===== src/rtl/misr_response_compactor.sv =====
`default_nettype none
// ============================================================================
// Module   : misr_response_compactor
// Purpose  : Compacts one CUT response per accepted pattern into a Galois MISR
//            and grades the final signature against GOLDEN.
// Options  : MISR_XMASK_EN adds resp_xmask to zero unknown response bits.
// Revision : 1.0
// ============================================================================
module misr_response_compactor #(
  parameter int               RESP_W   = 2,
  parameter int               SIG_W    = 8,
  parameter logic [SIG_W-1:0] POLY     = 8'h1D,
  parameter logic [SIG_W-1:0] SEED     = 8'h00,
  parameter int               NUM_PATS = 4,
  parameter logic [SIG_W-1:0] GOLDEN   = 8'h0D,
  localparam int              CNT_W    = $clog2(NUM_PATS + 1)
) (
  input  logic              clk,
  input  logic              rst,
  input  logic              start,
  input  logic              resp_valid,
  input  logic [RESP_W-1:0] resp,
`ifdef MISR_XMASK_EN
  input  logic [RESP_W-1:0] resp_xmask,
`endif
  output logic              resp_ready,
  output logic              busy,
  output logic              done,
  output logic              pass,
  output logic [SIG_W-1:0]  signature,
  output logic [CNT_W-1:0]  pat_count
);

  typedef enum logic [1:0] {
    ST_IDLE  = 2'd0,
    ST_RUN   = 2'd1,
    ST_CHECK = 2'd2,
    ST_DONE  = 2'd3
  } state_t;

  localparam logic [CNT_W-1:0] LAST_CNT = CNT_W'(NUM_PATS - 1);

  state_t            state_q, state_d;
  logic [SIG_W-1:0]  sig_q, sig_d;
  logic [CNT_W-1:0]  cnt_q, cnt_d;
  logic              pass_q, pass_d;

  logic [RESP_W-1:0] w_resp_eff;
  logic [SIG_W-1:0]  w_misr_next;
  logic              w_accept;

`ifdef MISR_XMASK_EN
  assign w_resp_eff = resp & ~resp_xmask;
`else
  assign w_resp_eff = resp;
`endif

  // Galois step: shift left, fold the dropped MSB back through POLY, inject response
  assign w_misr_next = {sig_q[SIG_W-2:0], 1'b0}
                     ^ (sig_q[SIG_W-1] ? POLY : '0)
                     ^ SIG_W'(w_resp_eff);

  assign w_accept = (state_q == ST_RUN) && resp_valid;

  always_ff @(posedge clk) begin
    if (rst) begin
      state_q <= ST_IDLE;
      sig_q   <= SEED;
      cnt_q   <= '0;
      pass_q  <= 1'b0;
    end else begin
      state_q <= state_d;
      sig_q   <= sig_d;
      cnt_q   <= cnt_d;
      pass_q  <= pass_d;
    end
  end

  always_comb begin
    state_d = state_q;
    sig_d   = sig_q;
    cnt_d   = cnt_q;
    pass_d  = pass_q;
    case (state_q)
      ST_IDLE, ST_DONE: begin
        if (start) begin
          state_d = ST_RUN;
          sig_d   = SEED;
          cnt_d   = '0;
          pass_d  = 1'b0;
        end
      end
      ST_RUN: begin
        if (w_accept) begin
          sig_d = w_misr_next;
          cnt_d = cnt_q + 1'b1;
          if (cnt_q == LAST_CNT) begin
            state_d = ST_CHECK;
          end
        end
      end
      ST_CHECK: begin
        pass_d  = (sig_q == GOLDEN);
        state_d = ST_DONE;
      end
      default: state_d = ST_IDLE;
    endcase
  end

  assign resp_ready = (state_q == ST_RUN);
  assign busy       = (state_q == ST_RUN) || (state_q == ST_CHECK);
  assign done       = (state_q == ST_DONE);
  assign pass       = pass_q;
  assign signature  = sig_q;
  assign pat_count  = cnt_q;

endmodule
`default_nettype wire


===== config.mk =====
export PLATFORM = sky130hd
export DESIGN_NAME = misr_response_compactor
export DESIGN_NICKNAME = d
export VERILOG_FILES = /design/src/rtl/misr_response_compactor.sv
export SDC_FILE = /design/constraint.sdc
export NUM_CORES = 1
export LEC_CHECK = 0
export ABC_CLOCK_PERIOD_IN_PS = 1600
export CORE_MARGIN = 2
export CORE_UTILIZATION = 29
export DETAILED_ROUTE_END_ITERATION = 8
export HOLD_SLACK_MARGIN = 0.02
export PLACE_DENSITY = 0.66
export SLEW_MARGIN = 25
export SYNTH_ARGS = -nofsm -noshare
export SYNTH_HDL_FRONTEND = slang
export SYNTH_SLANG_ARGS = --single-unit

===== constraint.sdc =====
create_clock -name clk -period 1.6 [get_ports clk]
set_input_delay 0.32 -clock clk [delete_from_list [all_inputs] [get_ports clk]]
set_output_delay 0.32 -clock clk [all_outputs]
set_load 0.02 [all_outputs]

==> metrics.txt, run 1 <==
# TYPE chip_impl_metric gauge
chip_impl_metric{name="cts.repair_timing.setup_buffer_count",unit=""} 0
chip_impl_info{name="critPathLaunchType",value="register"} 1
chip_impl_metric{name="initial_antenna_violation_count",unit=""} 0
chip_impl_metric{name="wire_length_of_the_first_global_routing_pass",unit="µm"} 2546
chip_impl_metric{name="worst_clock_skew",unit="ns"} 0.007571
chip_impl_metric{name="num_rows",unit=""} 17
chip_impl_metric{name="route.detailed.vias_per_inst",unit=""} 4.694
chip_impl_info{name="yosys.cell_count.top_type",value="sky130_fd_sc_hd__dfxtp_1"} 1
chip_impl_metric{name="antenna_cells_inserted",unit=""} 0
chip_impl_info{name="hold_path_startpoint",value="pass"} 1
chip_impl_metric{name="timing.final.setup_violations",unit=""} 0
chip_impl_metric{name="die_height",unit="µm"} 52.45
chip_impl_info{name="cts-root-buf",value="sky130_fd_sc_hd__clkbuf_4"} 1
chip_impl_metric{name="ff2ff_setup_slack",unit="ns"} 0.09
chip_impl_metric{name="setup_ws",unit="ns"} 0.06022
chip_impl_metric{name="synth_edf_count",unit=""} 0
chip_impl_metric{name="r2r.worst_path.cells",unit=""} 7
chip_impl_metric{name="max_freq",unit="GHz"} 0.6494
chip_impl_metric{name="share_of_the_synthesized_area_in_the_top_cell_type",unit=""} 0.4118
chip_impl_metric{name="critPathRequiredTime",unit="ns"} 1.28
chip_impl_metric{name="report.final.slew_viol_count",unit=""} 0
chip_impl_metric{name="hpwl",unit="µm"} 1134
chip_impl_info{name="hold_path.class",value="reg2reg"} 1
chip_impl_info{name="grt_setup_unrepaired",value="false"} 1
chip_impl_metric{name="deepest_level_of_the_cts_h_tree",unit=""} 1
chip_impl_metric{name="cp_max_fo",unit=""} 3
chip_impl_metric{name="synth_seq_area_share",unit=""} 0.4118
chip_impl_metric{name="dieWidth",unit="µm"} 52.45
chip_impl_metric{name="worst_setup_hold_path_clk_slew",unit="ns"} 0.09
chip_impl_info{name="path_delay_family",value="buffers and inverters"} 1
chip_impl_metric{name="number_of_storage_elements_in_the_synthesis_netlist",unit=""} 14
chip_impl_info{name="rr_startpoint",value="state_q[0]"} 1
chip_impl_metric{name="clock-sinks",unit=""} 14
chip_impl_info{name="rr_endpoint",value="pat_count[0]"} 1
chip_impl_metric{name="layoutNonFillerInstCount",unit=""} 124
chip_impl_info{name="critical-path-slowest-cell",value="sky130_fd_sc_hd__clkdlybuf4s50_1"} 1
chip_impl_metric{name="core_region_area",unit="µm²"} 2212
chip_impl_metric{name="critical_path.n_buffers_inverters",unit=""} 1
chip_impl_metric{name="maxSlewHeadroom",unit=""} 0.7460
chip_impl_metric{name="final_util",unit=""} 0.4683
chip_impl_info{name="cell_taking_the_most_area_after_synthesis",value="sky130_fd_sc_hd__dfxtp_1"} 1
chip_impl_metric{name="floorplan.die_area",unit="µm²"} 2750
chip_impl_metric{name="cts_inserted_buffers",unit=""} 3
chip_impl_metric{name="layout-area-overhead-vs-synth",unit="%"} 52.21
chip_impl_metric{name="place.gp.congestion",unit=""} 0.7754
chip_impl_metric{name="whs_path_depth",unit=""} 2
chip_impl_metric{name="post_synth_inst_count",unit=""} 65
chip_impl_metric{name="drt_drc_violations_left",unit=""} 0
chip_impl_info{name="cp_cell_sequence",value="clkdlybuf4s50_1"} 1
chip_impl_metric{name="preCtsSetupSlack",unit="ns"} -0.1443
chip_impl_metric{name="synthArstFlopShare",unit=""} 0
chip_impl_info{name="synthFlopType",value="sky130_fd_sc_hd__dfxtp_1"} 1
chip_impl_metric{name="placedInstanceArea",unit="µm²"} 963.4
chip_impl_metric{name="mappedNetlistArea",unit="µm²"} 680.7
chip_impl_metric{name="maximum_number_of_pins_on_one_net_before_global_route_repair",unit=""} 12
chip_impl_metric{name="yosysWarningCount",unit=""} 0
chip_impl_metric{name="num-nets-final",unit=""} 109
chip_impl_metric{name="syn-num-nets",unit=""} 76
chip_impl_metric{name="maxCapViolCount",unit=""} 0
chip_impl_metric{name="final_period_util",unit=""} 0.9624
chip_impl_metric{name="detailroute.via_count",unit=""} 582
chip_impl_metric{name="worst_ep_arrival_time",unit="ns"} 1.22
chip_impl_info{name="criticalPathCategory",value="reg2out"} 1
chip_impl_metric{name="synth_unique_cells",unit=""} 25
chip_impl_metric{name="track_usage",unit=""} 0.1231
chip_impl_metric{name="io_pins",unit=""} 21
chip_impl_metric{name="power.density",unit="nW/µm²"} 1273
chip_impl_metric{name="drt_wl_total",unit="µm"} 1598
chip_impl_metric{name="max_slew.worst_pin.slew",unit="ns"} 0.3798
chip_impl_metric{name="final-hold-violation-count",unit=""} 0
chip_impl_metric{name="post-route-min-period",unit="ns"} 1.540
chip_impl_metric{name="total_power",unit="µW"} 1319
chip_impl_info{name="clock_tree_from_tritoncts",value="done"} 1
chip_impl_info{name="synth_top_cells_by_area",value="sky130_fd_sc_hd__dfxtp_1 (41%), sky130_fd_sc_hd__a22o_1 (13%), sky130_fd_sc_hd__ha_1 (9.2%)"} 1
chip_impl_metric{name="dr.first_iter.drc_count",unit=""} 5
chip_impl_metric{name="floorplan.initialDensity",unit=""} 0.3077
chip_impl_metric{name="dpl.cell_count",unit=""} 119
chip_impl_info{name="timing.hold.worst_endpoint",value="pass"} 1
chip_impl_metric{name="power.leakage",unit="µW"} 0.0005511
chip_impl_metric{name="placement.io_buffers",unit=""} 20
chip_impl_metric{name="drt_pre_antenna_iters",unit=""} 4
chip_impl_metric{name="max-clock-path-buffers",unit=""} 2
chip_impl_metric{name="share_of_post_route_cells_with_drive_strength_above_1",unit=""} 0.2604
chip_impl_metric{name="area_of_all_placed_cells_without_fillers",unit="µm²"} 1036
chip_impl_metric{name="worst_ir_drop_vdd",unit="µV"} 573.4
chip_impl_metric{name="cts_hold_repair.buffers",unit=""} 0
chip_impl_metric{name="syn_area_per_cell",unit="µm²"} 10.47
chip_impl_info{name="endpoint_kind",value="output port"} 1
chip_impl_info{name="status",value="completed"} 1
chip_impl_metric{name="timing.critical_path.slowest_cell_delay",unit="ns"} 0.60
chip_impl_metric{name="first_global_vias",unit=""} 578
chip_impl_metric{name="source_to_sink_clock_delay_at_the_later_pin_of_the_worst_skew_pair",unit="ns"} 0.27
chip_impl_metric{name="wl_per_cell",unit="µm"} 12.89
chip_impl_info{name="post_synth_most_frequent_cells",value="sky130_fd_sc_hd__dfxtp_1 (14), sky130_fd_sc_hd__a22o_1 (10), sky130_fd_sc_hd__inv_1 (7)"} 1
chip_impl_metric{name="grt.overflow.total",unit=""} 0
chip_impl_metric{name="antenna_left",unit=""} 0
[per-layer routing]
metal,up-vias,track usage,part of all wire
met5,-,0,0
met4,0,0.02564,0
met3,0,0.03714,0.042
met2,11,0.1979,0.48
met1,277,0.1617,0.48
li1,294,-,-
[logic make-up after synthesis]
group                    share of synthesized area
AO/OA/AOI/OAI                               0.2095
flip-flops                                  0.4118
buffers and inverters                      0.06801
AND/OR/NAND/NOR                             0.1158
adder cells (fa/ha/maj)                    0.09191
XOR/XNOR                                   0.06434
multiplexers                               0.03860
[layout make-up]
cell class / count / area (µm²)
inverter: 7 / 26.28
sequential: 14 / 282.8
fill: 227 / 1176
tap: 28 / 35.03
clock buffer: 3 / 22.52
multi-input combinational: 42 / 401.6
timing repair buffer: 30 / 267.8
[registers in the layout (all words and copies together) (netlist names)]
register	cells
pass	1
state_q	2
signature	8
pat_count	3
[repair_timing]
item,CTS,global route
endpoints found under the setup margin,21,17
pin swaps,0,1
resized for setup,16,14
cloned,0,2
[power breakdown]
group / switching, µW / total (µW) / internal (µW)
combinational: 367 / 703 / 336
clock: 105 / 192 / 86.9
sequential: 35.9 / 424 / 388
total: 508 / 1320 / 811
[placed cells by master, fill, tap and decap left out, types with 2 or more instances in the layout]
cell type	n
sky130_fd_sc_hd__dfxtp_2	2
sky130_fd_sc_hd__buf_2	2
sky130_fd_sc_hd__a21oi_4	2
sky130_fd_sc_hd__a22o_1	10
sky130_fd_sc_hd__clkdlybuf4s50_1	7
sky130_fd_sc_hd__nor4b_1	2
sky130_fd_sc_hd__a21oi_1	2
sky130_fd_sc_hd__xor2_1	5
sky130_fd_sc_hd__nand2_1	2
sky130_fd_sc_hd__dlymetal6s2s_1	3
sky130_fd_sc_hd__buf_4	9
sky130_fd_sc_hd__inv_1	7
sky130_fd_sc_hd__dfxtp_1	12
sky130_fd_sc_hd__nand2b_1	2
sky130_fd_sc_hd__ha_1	4
sky130_fd_sc_hd__dlygate4sd2_1	7
sky130_fd_sc_hd__clkbuf_4	3
[per-stage QoR]
stage / hold WS [ns] / setup TNS [ns]
final: 0.5209 / 0
after detailed placement: 0.4983 / -1.368
after floorplan: 0.3891 / 0
after global routing: 0.5432 / 0
after CTS: 0.5192 / 0
after global placement: 0.4921 / -1.110
[worst max-delay path by stage]
| stage | start | end | slack (ns) | depth (start not counted) |
|---|---|---|---|---|
| finish | pass | pass | 0.06 | 1 |
| CTS | pat_count[0] | pat_count[0] | 0.006 | 1 |
| global placement | resp_valid | pat_count[0] | -0.12 | 4 |
| floorplan | state_q[0] | signature[1] | 0.11 | 5 |
| global route | pass | pass | 0.02 | 1 |
| detailed placement | start | pat_count[0] | -0.14 | 4 |
Power figures use the tool's default switching activity.
==> run 2: changes to the inputs <==
--- a/config.mk
+++ b/config.mk
@@ -7,10 +7,11 @@
 export LEC_CHECK = 0
 export ABC_CLOCK_PERIOD_IN_PS = 1600
 export CORE_MARGIN = 2
-export CORE_UTILIZATION = 29
+export CORE_UTILIZATION = 36
 export DETAILED_ROUTE_END_ITERATION = 8
+export DONT_BUFFER_PORTS = 1
 export HOLD_SLACK_MARGIN = 0.02
-export PLACE_DENSITY = 0.66
+export PLACE_DENSITY = 0.62
 export SLEW_MARGIN = 25
 export SYNTH_ARGS = -nofsm -noshare
 export SYNTH_HDL_FRONTEND = slang
==> metrics.txt, run 2 (synthesized netlist as in run 1, its figures left out) <==
# TYPE chip_impl_metric gauge
chip_impl_metric{name="antenna_cells_inserted",unit=""} 0
chip_impl_metric{name="max-clock-path-buffers",unit=""} 2
chip_impl_metric{name="route.detailed.vias_per_inst",unit=""} 5.010
chip_impl_metric{name="maxSlewHeadroom",unit=""} 0.6633
chip_impl_info{name="criticalPathCategory",value="reg2out"} 1
chip_impl_info{name="hold_path.class",value="in2reg"} 1
chip_impl_metric{name="report.final.slew_viol_count",unit=""} 0
chip_impl_metric{name="floorplan.die_area",unit="µm²"} 2254
chip_impl_info{name="clock_tree_from_tritoncts",value="done"} 1
chip_impl_info{name="mostFrequentLayoutCells",value="sky130_fd_sc_hd__dfxtp_1 (12), sky130_fd_sc_hd__a22o_1 (10), sky130_fd_sc_hd__buf_4 (8)"} 1
chip_impl_info{name="critPathLaunchType",value="register"} 1
chip_impl_metric{name="setup_tns",unit="ns"} 0
chip_impl_metric{name="timing.final.setup_violations",unit=""} 0
chip_impl_info{name="rr_startpoint",value="state_q[0]"} 1
chip_impl_metric{name="io_pins",unit=""} 21
chip_impl_metric{name="placement.io_buffers",unit=""} 0
chip_impl_metric{name="place.gp.congestion",unit=""} 0.7231
chip_impl_metric{name="track_usage",unit=""} 0.1387
chip_impl_metric{name="dr.first_iter.drc_count",unit=""} 4
chip_impl_metric{name="wire_length_of_the_first_global_routing_pass",unit="µm"} 2145
chip_impl_info{name="cts-root-buf",value="sky130_fd_sc_hd__clkbuf_4"} 1
chip_impl_metric{name="worst_setup_hold_path_clk_slew",unit="ns"} 0.08
chip_impl_metric{name="final_period_util",unit=""} 0.9698
chip_impl_metric{name="dieWidth",unit="µm"} 47.48
chip_impl_info{name="critical_path.startpoint",value="state_q[0]"} 1
chip_impl_metric{name="drt_drc_violations_left",unit=""} 0
chip_impl_metric{name="hold_ws",unit="ns"} 0.09567
chip_impl_metric{name="worst_ir_drop_vdd",unit="µV"} 610.3
chip_impl_metric{name="power.leakage",unit="µW"} 0.0003632
chip_impl_metric{name="hpwl",unit="µm"} 1011
chip_impl_metric{name="setup_ws",unit="ns"} 0.04828
chip_impl_metric{name="initial_antenna_violation_count",unit=""} 0
chip_impl_info{name="endpoint",value="resp_ready"} 1
chip_impl_info{name="rr_endpoint",value="signature[2]"} 1
chip_impl_metric{name="critPathRequiredTime",unit="ns"} 1.28
chip_impl_info{name="status",value="completed"} 1
chip_impl_metric{name="first_global_vias",unit=""} 486
chip_impl_metric{name="floorplan.initialDensity",unit=""} 0.3900
chip_impl_metric{name="grt.overflow.total",unit=""} 0
chip_impl_info{name="endpoint_kind",value="output port"} 1
chip_impl_metric{name="maxCapViolCount",unit=""} 0
chip_impl_metric{name="layout-area-overhead-vs-synth",unit="%"} 16.91
chip_impl_metric{name="deepest_level_of_the_cts_h_tree",unit=""} 1
chip_impl_metric{name="worst_clock_skew",unit="ns"} 0.007081
chip_impl_metric{name="drt_pre_antenna_iters",unit=""} 4
chip_impl_metric{name="die_height",unit="µm"} 47.48
chip_impl_metric{name="cp_max_fo",unit=""} 4
chip_impl_metric{name="r2r.worst_path.cells",unit=""} 6
chip_impl_metric{name="wl_per_cell",unit="µm"} 13.91
chip_impl_metric{name="clock-sinks",unit=""} 14
chip_impl_metric{name="max_ffs_per_register",unit=""} 8
chip_impl_metric{name="max_freq",unit="GHz"} 0.6444
chip_impl_metric{name="antenna_left",unit=""} 0
chip_impl_metric{name="cts_hold_repair.buffers",unit=""} 0
chip_impl_metric{name="num-nets-final",unit=""} 86
chip_impl_metric{name="worst_ep_arrival_time",unit="ns"} 1.23
chip_impl_metric{name="final-hold-violation-count",unit=""} 0
chip_impl_info{name="grt_setup_unrepaired",value="false"} 1
chip_impl_metric{name="post-route-min-period",unit="ns"} 1.552
chip_impl_metric{name="core_region_area",unit="µm²"} 1745
chip_impl_metric{name="detailroute.via_count",unit=""} 491
chip_impl_metric{name="drt_wl_total",unit="µm"} 1363
chip_impl_metric{name="share_of_post_route_cells_with_drive_strength_above_1",unit=""} 0.2877
chip_impl_metric{name="ctsResizeCount",unit=""} 3
chip_impl_metric{name="maximum_number_of_pins_on_one_net_before_global_route_repair",unit=""} 12
chip_impl_metric{name="source_to_sink_clock_delay_at_the_later_pin_of_the_worst_skew_pair",unit="ns"} 0.28
chip_impl_metric{name="max_slew.worst_pin.slew",unit="ns"} 0.5044
chip_impl_metric{name="ff2ff_setup_slack",unit="ns"} 0.12
chip_impl_info{name="layout_commonest_cell",value="sky130_fd_sc_hd__dfxtp_1"} 1
chip_impl_metric{name="power.density",unit="nW/µm²"} 1538
chip_impl_metric{name="cts.repair_timing.setup_buffer_count",unit=""} 0
chip_impl_metric{name="preCtsSetupSlack",unit="ns"} 0.08633
chip_impl_metric{name="cts_inserted_buffers",unit=""} 3
chip_impl_metric{name="num_rows",unit=""} 15
run 2: cell count changes in the layout (fill, tap and decap cells not counted), moves of 2 or more:
cell | before | now
sky130_fd_sc_hd__a21oi_4 | 2 | 0
sky130_fd_sc_hd__buf_2 | 2 | 0
sky130_fd_sc_hd__dlymetal6s2s_1 | 3 | 0
sky130_fd_sc_hd__clkdlybuf4s50_1 | 7 | 0
sky130_fd_sc_hd__dlygate4sd2_1 | 7 | 0
run 2: metal layers:
metal,track usage,vias to the layer above,routed length (µm)
li1,-,247,-
met4,0.08333,0,21
met2,0.1892,24,568
met3,0.04528,2,123
met1,0.1893,218,649
met5,0,-,0
run 2: worst min path at each step:
stage | startpoint | slack [ns] | cells past startpoint | to
final | rst | 0.1 | 1 | state_q[1]
after global routing | rst | 0.09 | 1 | state_q[0]
after CTS | rst | 0.09 | 1 | state_q[1]
after global placement | rst | 0.39 | 1 | state_q[1]
after floorplan | rst | 0.39 | 1 | state_q[0]
after detailed placement | rst | 0.39 | 1 | state_q[1]
run 2: cell type report:
cell class	count	area, µm²
clock buffers	3	22.52
fillers	178	949.7
inverters	7	30.03
multi-input cells	41	369.1
flip-flops and latches	14	282.8
well taps	25	31.28
repair buffers	8	60.06
run 2: worst max-delay path, stage by stage (launching register included):
cell,delay [ns]
sky130_fd_sc_hd__dfxtp_2,0.32
sky130_fd_sc_hd__buf_4,0.14
sky130_fd_sc_hd__ha_2,0.20
sky130_fd_sc_hd__buf_4,0.15
sky130_fd_sc_hd__buf_4,0.15
run 2: power by group:
part / leakage (µW) / internal, µW / switching (µW)
registers: 0.000114 / 388 / 42.7
clock network: 0.0000138 / 87.3 / 110
logic: 0.000235 / 300 / 295
total: 0.000363 / 775 / 448
run 2: stage by stage:
step | cell area [µm²] | util | cells | total power, µW
floorplan | 680.7 | - | 65 | 808.4
global placement | 752.0 | 0.4308 | 95 | 964.3
detailed placement | 752.0 | 0.4308 | 95 | 973.5
CTS | 793.3 | 0.4545 | 98 | 1232
global route | 795.8 | 0.4559 | 98 | 1302
finish | 795.8 | 0.4559 | 98 | 1224
==> run 3: changes to the inputs <==
--- a/config.mk
+++ b/config.mk
@@ -11,8 +11,8 @@
 export DETAILED_ROUTE_END_ITERATION = 8
 export DONT_BUFFER_PORTS = 1
 export HOLD_SLACK_MARGIN = 0.02
+export MAX_ROUTING_LAYER = met4
 export PLACE_DENSITY = 0.62
-export SLEW_MARGIN = 25
 export SYNTH_ARGS = -nofsm -noshare
 export SYNTH_HDL_FRONTEND = slang
 export SYNTH_SLANG_ARGS = --single-unit
==> metrics.txt, run 3 (synthesized netlist as in run 1, its figures left out) <==
# TYPE chip_impl_metric gauge
chip_impl_info{name="criticalPathCategory",value="reg2out"} 1
chip_impl_info{name="cts-root-buf",value="sky130_fd_sc_hd__clkbuf_4"} 1
chip_impl_metric{name="ff2ff_setup_slack",unit="ns"} 0.12
chip_impl_metric{name="p_switching",unit="µW"} 448.1
chip_impl_info{name="mostFrequentLayoutCells",value="sky130_fd_sc_hd__dfxtp_1 (12), sky130_fd_sc_hd__a22o_1 (10), sky130_fd_sc_hd__buf_4 (8)"} 1
chip_impl_metric{name="drt_wl_total",unit="µm"} 1353
chip_impl_metric{name="max_freq",unit="GHz"} 0.6441
chip_impl_metric{name="maxSlewHeadroom",unit=""} 0.6643
chip_impl_metric{name="hold_ws",unit="ns"} 0.09496
chip_impl_metric{name="switching_fraction_of_total_power",unit=""} 0.3663
chip_impl_metric{name="num_rows",unit=""} 15
chip_impl_metric{name="n_fill_cell",unit=""} 178
chip_impl_metric{name="worst_ir_drop_vdd",unit="µV"} 610.6
chip_impl_metric{name="cp_max_fo",unit=""} 4
chip_impl_metric{name="hpwl",unit="µm"} 1011
chip_impl_metric{name="maxCapViolCount",unit=""} 0
chip_impl_metric{name="power_report.internal_total",unit="µW"} 775.4
chip_impl_metric{name="layout-area-overhead-vs-synth",unit="%"} 16.91
chip_impl_metric{name="maximum_number_of_pins_on_one_net_before_global_route_repair",unit=""} 12
chip_impl_metric{name="antenna_left",unit=""} 0
chip_impl_metric{name="grt.overflow.total",unit=""} 0
chip_impl_metric{name="max_slew.worst_pin.slew",unit="ns"} 0.5029
chip_impl_metric{name="wire_length_of_the_first_global_routing_pass",unit="µm"} 2118
chip_impl_metric{name="share_of_post_route_cells_with_drive_strength_above_1",unit=""} 0.2877
chip_impl_metric{name="post-route-min-period",unit="ns"} 1.553
chip_impl_info{name="status",value="completed"} 1
chip_impl_metric{name="placement.io_buffers",unit=""} 0
chip_impl_metric{name="dieWidth",unit="µm"} 47.48
chip_impl_metric{name="max-clock-path-buffers",unit=""} 2
chip_impl_metric{name="floorplan.die_area",unit="µm²"} 2254
chip_impl_metric{name="power.density",unit="nW/µm²"} 1538
chip_impl_info{name="timing.hold.worst_endpoint",value="state_q[1]"} 1
chip_impl_info{name="clock_tree_from_tritoncts",value="done"} 1
chip_impl_metric{name="track_usage",unit=""} 0.1424
chip_impl_metric{name="antenna_cells_inserted",unit=""} 0
chip_impl_metric{name="setup_tns",unit="ns"} 0
chip_impl_info{name="rr_endpoint",value="signature[2]"} 1
chip_impl_metric{name="seq_power_share",unit=""} 0.352
chip_impl_info{name="hold_path.class",value="in2reg"} 1
chip_impl_metric{name="critPathRequiredTime",unit="ns"} 1.28
chip_impl_metric{name="dr.first_iter.drc_count",unit=""} 4
chip_impl_metric{name="worst_clock_skew",unit="ns"} 0.006448
chip_impl_metric{name="combinationalPowerShare",unit=""} 0.487
chip_impl_metric{name="timing.final.setup_violations",unit=""} 0
chip_impl_metric{name="place.gp.congestion",unit=""} 0.7317
chip_impl_metric{name="wl_per_cell",unit="µm"} 13.81
chip_impl_metric{name="report.final.slew_viol_count",unit=""} 0
chip_impl_metric{name="multi_input_area",unit="µm²"} 369.1
chip_impl_metric{name="num-nets-final",unit=""} 86
chip_impl_metric{name="drt_drc_violations_left",unit=""} 0
chip_impl_metric{name="deepest_level_of_the_cts_h_tree",unit=""} 1
chip_impl_metric{name="drt_pre_antenna_iters",unit=""} 4
chip_impl_metric{name="r2r.worst_path.cells",unit=""} 6
chip_impl_metric{name="power_frac_clock",unit=""} 0.162
chip_impl_info{name="grt_setup_unrepaired",value="false"} 1
chip_impl_metric{name="setup_ws",unit="ns"} 0.04749
chip_impl_metric{name="clock-sinks",unit=""} 14
chip_impl_metric{name="final_period_util",unit=""} 0.9703
chip_impl_metric{name="worst_ep_arrival_time",unit="ns"} 1.23
chip_impl_metric{name="floorplan.initialDensity",unit=""} 0.3900
chip_impl_metric{name="cts_inserted_buffers",unit=""} 3
chip_impl_metric{name="power.leakage",unit="µW"} 0.0003632
chip_impl_metric{name="io_pins",unit=""} 21
chip_impl_metric{name="worst_setup_hold_path_clk_slew",unit="ns"} 0.08
chip_impl_info{name="rr_startpoint",value="state_q[0]"} 1
chip_impl_metric{name="source_to_sink_clock_delay_at_the_later_pin_of_the_worst_skew_pair",unit="ns"} 0.28
chip_impl_metric{name="register_area",unit="µm²"} 282.8
chip_impl_metric{name="max_ffs_per_register",unit=""} 8
chip_impl_info{name="layout_commonest_cell",value="sky130_fd_sc_hd__dfxtp_1"} 1
chip_impl_metric{name="preCtsSetupSlack",unit="ns"} 0.08633
chip_impl_metric{name="total_power",unit="µW"} 1224
chip_impl_metric{name="detailroute.via_count",unit=""} 498
chip_impl_metric{name="final-hold-violation-count",unit=""} 0
chip_impl_info{name="hold_path_startpoint",value="rst"} 1
chip_impl_info{name="endpoint_kind",value="output port"} 1
chip_impl_metric{name="die_height",unit="µm"} 47.48
chip_impl_metric{name="initial_antenna_violation_count",unit=""} 0
chip_impl_info{name="critPathLaunchType",value="register"} 1
chip_impl_metric{name="core_region_area",unit="µm²"} 1745
chip_impl_metric{name="route.detailed.vias_per_inst",unit=""} 5.082
chip_impl_metric{name="whs_path_depth",unit=""} 1
chip_impl_metric{name="first_global_vias",unit=""} 491
run 3: cell counts in the layout (fill, tap and decap cells not counted):
No cell type changed its count.
run 3: worst max-delay path by stage:
stage	startpoint	endpoint	slack (ns)	cells after the start
4_1_cts	state_q[1]	resp_ready	0.01	4
5_1_grt	state_q[0]	busy	0.008	4
2_1_floorplan	state_q[0]	signature[1]	0.11	5
3_3_place_gp	state_q[0]	signature[2]	0.12	6
3_5_place_dp	state_q[0]	signature[4]	0.09	6
6_report	state_q[0]	resp_ready	0.05	4
run 3: metrics by stage:
step	util	cells	cell area [µm²]
after floorplan	-	65	680.7
after global placement	0.4308	95	752.0
after detailed placement	0.4308	95	752.0
after CTS	0.4545	98	793.3
after global routing	0.4559	98	795.8
final	0.4559	98	795.8
run 3: worst max-delay path, stage by stage (launching register included):
cell	delay [ns]
sky130_fd_sc_hd__dfxtp_2	0.32
sky130_fd_sc_hd__buf_4	0.14
sky130_fd_sc_hd__ha_2	0.20
sky130_fd_sc_hd__buf_4	0.15
sky130_fd_sc_hd__buf_4	0.15
run 3: metal layers:
layer,vias up,global-route usage,wire [µm]
met1,225,0.1869,627
met3,2,0.04528,120
met5,-,-,0
li1,247,-,-
met2,24,0.1892,583
met4,0,0.08333,21
run 3: power groups by stage:
stage | Combinational [µW] | Clock [µW] | Sequential, µW
2_1_floorplan | 377 | 0 | 432
3_3_place_gp | 538 | 0 | 426
3_5_place_dp | 544 | 0 | 429
4_1_cts | 598 | 208 | 425
5_1_grt | 652 | 216 | 435
6_report | 595 | 198 | 430
run 3: layout make-up:
cell class,instances,share of cell area
multi-input cells,41,0.4638
flip-flops and latches,14,0.3553
inverters,7,0.03774
well taps,25,0.03931
clock buffers,3,0.02830
repair buffers,8,0.07547
run 3: what timing repair did:
item | 4_1_cts | 5_1_grt
pin swaps | 0 | 0
resized for setup | 3 | 2
hold buffers | 0 | 0
endpoints found under the setup margin | 2 | 3
buffers inserted | 0 | 0
